File: config.mk
export PLATFORM = sky130hd
export DESIGN_NAME = alu_share_ctrl
export DESIGN_NICKNAME = d
export VERILOG_FILES = /design/src/rtl/alu_pkg.sv /design/src/rtl/alu_share_ctrl_rr_pick2.sv /design/src/rtl/alu_share_ctrl.sv
export SDC_FILE = /design/constraint.sdc
export NUM_CORES = 1
export LEC_CHECK = 0
export BUFFER_PORTS_ARGS = -buffer_cell sky130_fd_sc_hd__buf_2
export CAP_MARGIN = 40
export CELL_PAD_IN_SITES_DETAIL_PLACEMENT = 1
export CELL_PAD_IN_SITES_GLOBAL_PLACEMENT = 2
export CORE_MARGIN = 2
export CORE_UTILIZATION = 21
export DETAILED_ROUTE_END_ITERATION = 8
export PLACE_DENSITY = 0.81
export SYNTH_ARGS = -nofsm -noshare
export SYNTH_HDL_FRONTEND = slang
export SYNTH_SLANG_ARGS = --single-unit
File: constraint.sdc
create_clock -name clk -period 1.4 [get_ports clk]
set_input_delay 0.14 -clock clk [delete_from_list [all_inputs] [get_ports clk]]
set_output_delay 0.14 -clock clk [all_outputs]
set_load 0.01 [all_outputs]
File: src/rtl/alu_pkg.sv
// alu_pkg: ALU function codes and the sharing controller state type.
package alu_pkg;
  localparam logic [2:0] ALU_F_AND = 3'b000;
  localparam logic [2:0] ALU_F_OR  = 3'b001;
  localparam logic [2:0] ALU_F_ADD = 3'b010;
  localparam logic [2:0] ALU_F_SUB = 3'b110;
  localparam logic [2:0] ALU_F_SLT = 3'b111;
  typedef enum logic [1:0] {IDLE, EXEC, RESP} alu_share_state_t;
endpackage

File: src/rtl/alu_share_ctrl_rr_pick2.sv
// rr_pick2: two-way round-robin pick; ptr only breaks ties when both requesters are valid.
module rr_pick2 (
  input  logic [1:0] i_valid,
  input  logic       i_ptr,
  output logic [1:0] o_grant
);
  assign o_grant = &i_valid ? (i_ptr ? 2'b10 : 2'b01) : i_valid;
endmodule

File: src/rtl/alu_share_ctrl.sv
// alu_share_ctrl: shares one ALU between two valid/ready requesters, round-robin,
// with registered operands and a registered result returned to the winning requester.
module alu_share_ctrl
  import alu_pkg::*;
#(
  parameter int WIDTH = 32
) (
  input  logic             clk,
  input  logic             reset,
  input  logic             req0_valid,
  output logic             req0_ready,
  input  logic [2:0]       req0_f,
  input  logic [WIDTH-1:0] req0_a,
  input  logic [WIDTH-1:0] req0_b,
  input  logic             req1_valid,
  output logic             req1_ready,
  input  logic [2:0]       req1_f,
  input  logic [WIDTH-1:0] req1_a,
  input  logic [WIDTH-1:0] req1_b,
  output logic             resp0_valid,
  input  logic             resp0_ready,
  output logic             resp1_valid,
  input  logic             resp1_ready,
  output logic [WIDTH-1:0] resp_y,
  output logic             resp_zero,
  output logic             resp_carry_out,
  output logic             resp_overflow,
  output logic [2:0]       alu_f,
  output logic [WIDTH-1:0] alu_a,
  output logic [WIDTH-1:0] alu_b,
  input  logic [WIDTH-1:0] alu_y,
  input  logic             alu_zero,
  input  logic             alu_carry_out,
  input  logic             alu_overflow
);
  alu_share_state_t r_state;
  logic             r_ptr;
  logic             r_owner;
  logic [1:0]       r_resp_valid;
  logic [2:0]       r_f;
  logic [WIDTH-1:0] r_a;
  logic [WIDTH-1:0] r_b;
  logic [WIDTH-1:0] r_y;
  logic             r_zero;
  logic             r_carry;
  logic             r_ovf;
  logic [1:0]       w_grant;
  logic             w_resp_ready;
  rr_pick2 u_pick (
    .i_valid({req1_valid, req0_valid}),
    .i_ptr  (r_ptr),
    .o_grant(w_grant)
  );
  assign req0_ready = r_state == IDLE && w_grant[0];
  assign req1_ready = r_state == IDLE && w_grant[1];
  assign w_resp_ready = r_owner ? resp1_ready : resp0_ready;
  assign {resp1_valid, resp0_valid} = r_resp_valid;
  assign resp_y = r_y;
  assign resp_zero = r_zero;
  assign resp_carry_out = r_carry;
  assign resp_overflow = r_ovf;
  assign alu_f = r_f;
  assign alu_a = r_a;
  assign alu_b = r_b;
  always_ff @(posedge clk) begin
    if (reset) begin
      r_state <= IDLE;
      r_ptr <= 1'b0;
      r_owner <= 1'b0;
      r_resp_valid <= '0;
      r_f <= '0;
      r_a <= '0;
      r_b <= '0;
      r_y <= '0;
      r_zero <= 1'b0;
      r_carry <= 1'b0;
      r_ovf <= 1'b0;
    end else begin
      case (r_state)
        IDLE: if (|w_grant) begin
          r_f <= w_grant[1] ? req1_f : req0_f;
          r_a <= w_grant[1] ? req1_a : req0_a;
          r_b <= w_grant[1] ? req1_b : req0_b;
          r_owner <= w_grant[1];
          r_state <= EXEC;
        end
        EXEC: begin
          r_y <= alu_y;
          r_zero <= alu_zero;
          r_carry <= alu_carry_out;
          r_ovf <= alu_overflow;
          r_resp_valid <= r_owner ? 2'b10 : 2'b01;
          r_state <= RESP;
        end
        RESP: if (w_resp_ready) begin
          r_resp_valid <= '0;
          r_ptr <= ~r_owner;
          r_state <= IDLE;
        end
        default: r_state <= IDLE;
      endcase
    end
  end
endmodule

### Word-level counts from Yosys, hierarchy flattened

Index checks and enable logic that the tools add are counted.

| operators by class | value |
|---|---|
| add/subtract/negate cells | 0 |
| multiply operators | 0 |
| div/mod/pow operators | 0 |
| magnitude comparators | 0 |
| equal/unequal tests | 4 |
| shifts and indexed selects | 0 |
| muxes and demuxes | 11 |
| bitwise logic cells | 1 |
| reduce and logical (&&, ||, !) cells | 10 |

Operators by type and width:

| kind | count |
|---|---|
| $mux 32 | 2 |
| $mux 2 | 5 |
| $reduce_and 2->1 | 5 |
| $pmux 2 s3 | 1 |
| $pmux 2 s2 | 1 |
| $mux 3 | 1 |
| $eq 2x1->1 const B | 1 |
| $eq 2x2->1 const B | 1 |
| $logic_and 1x1->1 | 2 |
| $logic_not 2->1 | 1 |
| $ne 2x1->1 const B | 1 |
| $ne 2x2->1 const B | 1 |
| $reduce_bool 2->1 | 1 |
| $reduce_or 2->1 | 1 |
| $mux 1 | 1 |
| $not 1->1 | 1 |

| storage, ports and cells | value |
|---|---|
| register bits after elaboration | 108 |
| bits in latches | 0 |
| RAM bits | 0 |
| memory bits (read-only) | 0 |
| input port bits | 175 |
| logic and storage cells | 37 |
| memories kept | 0 |

### Depth between registers and ports, before layout

| logic depth | value |
|---|---|
| word-level depth | 5 |
| gate-level depth with buffers | 8 |
| gate-level depth less buffers | 3 |

### By module

A second synthesis with hierarchy kept.

| second synthesis, totals | value |
|---|---|
| cell total of the unflattened synthesis | 494 |
| area, all modules | 4610.7 µm² |

By module, submodules not included:

| module | instances | cells each | area an instance (µm²) | sequential area each (µm²) |
|---|---|---|---|---|
| alu_share_ctrl | 1 | 491 | 4591.9 | 2162.1 |
| rr_pick2 | 1 | 3 | 18.8 | 0.0 |

### Worst setup path before layout

No wires, ideal clock.

| timing | value |
|---|---|
| kind | register -> register |
| from | register r_ptr |
| to | register r_a[3], in the netlist alu_a[3] |
| setup time | 89 ps |
| data arrival time | 1355 ps |
| required time | 1311 ps |
| path slack | -43 ps |
| cell stages (with the launch flop) | 7 |
| cell sequence | dfxtp_1 nand2b_1 clkbuf_1 buf_2 buf_2 nand3_1 a311oi_2 |

| between the ends | value |
|---|---|
| cells in the longest elaborated chain, start to end | 4 |
| elaborated cells on any way between the ends | 5 |
| those cells by class | mux: 3; reduce/logical: 2 |

Ends and longest elaborated chain:

| item | line | source |
|---|---|---|
| start, declared | alu_share_ctrl.sv:37 | `logic r_ptr;` |
| start signal, assigned | alu_share_ctrl.sv:97 | `r_ptr <= ~r_owner;` |
| $mux 2 * (2 in series) | alu_share_ctrl_rr_pick2.sv:7 | `assign o_grant = &i_valid ? (i_ptr ? 2'b10 : 2'b01) : i_valid;` |
| $reduce_or 2->1 | alu_share_ctrl.sv:80 | `IDLE: if (\|w_grant) begin` |
| $reduce_and 2->1 (no line) | - |  |
| end signal, assigned | alu_share_ctrl.sv:82 | `r_a <= w_grant[1] ? req1_a : req0_a;` |
| end, declared | alu_share_ctrl.sv:41 | `logic [WIDTH-1:0] r_a;` |

Mark *: on every way between the ends. The rest lies on a longest branch, timed or not.
A chain may end at the register's enable or synchronous reset.

### Final worst setup path

| timing | value |
|---|---|
| from | register r_state[0] |
| to | output req0_ready |

| between the ends | value |
|---|---|
| cells in the longest elaborated chain, start to end | 2 |

Ends and longest elaborated chain:

| item | line | source |
|---|---|---|
| start, declared | alu_share_ctrl.sv:36 | `alu_share_state_t r_state;` |
| start signal, assigned | alu_share_ctrl.sv:67 | `r_state <= IDLE;` |
| start signal, assigned | alu_share_ctrl.sv:85 | `r_state <= EXEC;` |
| start signal, assigned | alu_share_ctrl.sv:93 | `r_state <= RESP;` |
| $logic_not 2->1 | alu_share_ctrl.sv:54 | `assign req0_ready = r_state == IDLE && w_grant[0];` |
| $logic_and 1x1->1 | alu_share_ctrl.sv:54 |  |
| end, declared | alu_share_ctrl.sv:11 | `output logic req0_ready,` |

No other way between the ends.

==> key figures <==
Routing
  – DRT Pass-1 Iters: 4
  – Vias per Instance: 4.95
  – DR DRC count: 0
  – Routed vias: 5787
  – Final Routed Wirelength: 22.7 mm
  – Post-DRT Antenna Nets: 0
  – Drt wl/cell: 19.4 um
  – DR iter-0 viols: 202

Synthesis
  – Post-synth top area share: 45.0%
  – Yosys top cell by area: dfxtp_1
  – Top-count cell post-synth: dfxtp_1
  – Ys async rst share: 0%
  – Seq cells post-synth: 108
  – Syn Area/Cell: 8.22 um^2
  – Synth warn: 0
  – Syn nets: 759
  – Area of the mapped netlist: 4800 um^2
  – EDFF count, synth: 0
  – Post-Syn Instances: 584
  – Synth unique cells: 25
  – Seq/Total Area, Yosys: 45.0%
  – Largest cells by area after synthesis: dfxtp_1 45%, a21oi_1 11%, a311oi_1 8.8%
  – Main synth FF type: dfxtp_1
  – Synth top cells by count: 108 x dfxtp_1, 107 x a21oi_1, 73 x nand2_1

Die
  – Placeable Area: 22600 um^2
  – Initial Util: 21.3%
  – Die area: 24100 um^2
  – Rows: 55
  – I/O pins: 281
  – Die W: 155 um
  – Die Y: 155 um

Setup path
  – Startpoint types: register
  – Worst R2R End: alu_a[26]$_SDFFE_PP0P_
  – Worst reg2reg setup slack: -0.04 ns
  – Crit. End Element: primary output
  – Crit path max fanout: 5
  – R2R depth: 7
  – CP arrival: 1.38 ns
  – Crit path launch: r_state[0]$_SDFFE_PP0P_
  – FF-to-FF Start: r_ptr$_SDFFE_PP0P_
  – Setup Crit Path Kind: register to primary output
  – Req. time, crit path: 1.26 ns

Min path
  – Worst hold path depth: 3
  – HP Class: input port to register
  – Hold Crit Endpoint: resp_y[13]$_SDFFE_PP0P_
  – Hold path startpoint: alu_y[13]

Global route
  – Grt ovf: 0
  – Vias in the first global route: 5833
  – First-pass GRT wire length: 31.7 mm
  – Initial antenna violation count: 4
  – Gr usage total: 16.7%
  – Pin count of the biggest net entering global routing: 46

Clock tree
  – Clock root cell: clkbuf_16
  – Max Buffers Root-to-Sink: 2
  – Worst-path clk slew: 0.08 ns
  – Htree depth: 3
  – Clock sinks: 108
  – CTS buffer count: 9
  – CTS tree: yes
  – Clock Latency Late Sink: 0.36 ns

Power and ir drop
  – Total power: 8.84 mW
  – Worst vdd ir: 0.414 mV
  – Power Density: 1140 nW/um^2
  – Pleak: 3.33 nW

Timing
  – Min Tclk post-route: 1.52 ns
  – Max Slew Vio Count: 0
  – Fmax: 656 MHz
  – Final Skew: 0.0125 ns
  – Final WS setup: -0.125 ns
  – RSZ-0062 raised after global routing: yes
  – Pin slew with the least headroom to its limit: 0.467 ns
  – Slew margin rel.: 68.9%
  – Final cycle utilization of the critical path: 109%
  – Final Hold Violating Endpoints: 0
  – Final setup fails: 13

Status
  – Status: finished, violations left
  – Violated checks: negative setup slack

Place
  – Port bufs: 280
  – Post-DP Area: 6660 um^2
  – DPL Wire Length: 13.8 mm
  – Placer Congestion: 0.728

Final layout
  – Share of cells above drive strength 1: 48.1%
  – Area delta synth->final: 62.1%
  – Nets: 1050
  – Design Area, Final: 7780 um^2

Run
  – Max-cap viol count: 0
[critical path, cell delays in order, from the launching register on]
cell	delay, ns
dfxtp_4	0.37
or3b_4	0.40
a21oi_2	0.12
buf_2	0.15
[kinds of logic (layout without fill, tap and decap cells)]
group / count (synthesis) / after routing / synth area share (%)
compound gates: 244 / 244 / 33.4
buf+inv: 75 / 370 / 6.72
flops: 108 / 108 / 45.0
mux: 1 / 1 / 0.209
other cells: 0 / 3 / 0
simple gates: 156 / 157 / 14.7
[layout make-up]
cell class	instances	area (um^2)
fill	2706	14800
multi-input combinational	402	2540
timing repair buffer	352	2400
sequential	108	2170
tap	285	357
clock buffer	9	225
clock inverter	7	81.3
inverter	2	7.51
antenna	3	7.51
[metrics by stage]
step           utilization [%]  setup WS, ns  hold slack [ns]  TNS (ns)  std cells
4_1_cts                   32.1        -0.145          0.00200    -0.155       1145
3_5_place_dp              29.5       -0.0373            0.387    -0.229       1105
6_report                  34.5        -0.125           0.0190    -0.389       1168
3_3_place_gp              29.5        0.0134            0.381         0       1105
2_1_floorplan                -       0.00125            0.276         0        584
5_1_grt                   34.5        -0.192          0.00416     -2.42       1167
[registers in the layout, summed over array words and instances (netlist names)]
signal and cells:
r_owner 1, r_resp_valid 2, resp_carry_out 1, alu_f 3, resp_y 32, resp_zero 1
alu_a 32, r_ptr 1, resp_overflow 1, alu_b 32, r_state 2
[how the worst max path moves through the flow]
stage | to | slack, ns | cells past startpoint
floorplan | alu_a[0]$_SDFFE_PP0P_ | 0.001 | 8
global placement | alu_b[18]$_SDFFE_PP0P_ | 0.01 | 5
detailed placement | alu_b[11]$_SDFFE_PP0P_ | -0.04 | 5
CTS | req0_ready | -0.14 | 3
global route | req0_ready | -0.19 | 3
finish | req0_ready | -0.12 | 3
[what timing repair did]
item / CTS / global route
setup buffers: 7 / 8
hold buffers: 16 / 0
endpoints found under the hold margin: 16 / 0
gates resized for setup: 10 / 109
pin swaps: 2 / 55
setup endpoints to repair: 2 / 60
gates cloned: 1 / 12
[power breakdown]
part / total, mW / switching (mW) / internal [mW]
registers: 3.56 / 0.171 / 3.39
clock network: 2.74 / 1.32 / 1.42
logic: 2.54 / 1.38 / 1.16
[cells in the final DEF, fill, tap and decap left out, types with 2 or more instances in the layout]
cell type and instances:
o21ai_0 14, buf_8 4, and3_1 2, a311oi_1 38
dlygate4sd3_1 16, dfxtp_1 105, nand2b_1 3, nor2b_1 2
nand3_1 67, a21oi_1 106, nand2_1 73, inv_8 2
clkinvlp_4 2, o21ai_2 28, o21ai_1 24, buf_6 7
a311oi_2 29, dfxtp_4 2, nor2_1 2, diode_2 3
buf_2 279, clkbuf_16 16, buf_4 21, buf_12 17
[routing by layer]
layer  GRT usage, %  vias up  routed length, um
met4           6.25        2                459
met1           20.1     2817               9940
met2           28.4      194              10800
li1               -     2749                  -
met5              0        -                 13
met3           4.96       25               1470
No activity file was read; power rests on OpenSTA's default activity.
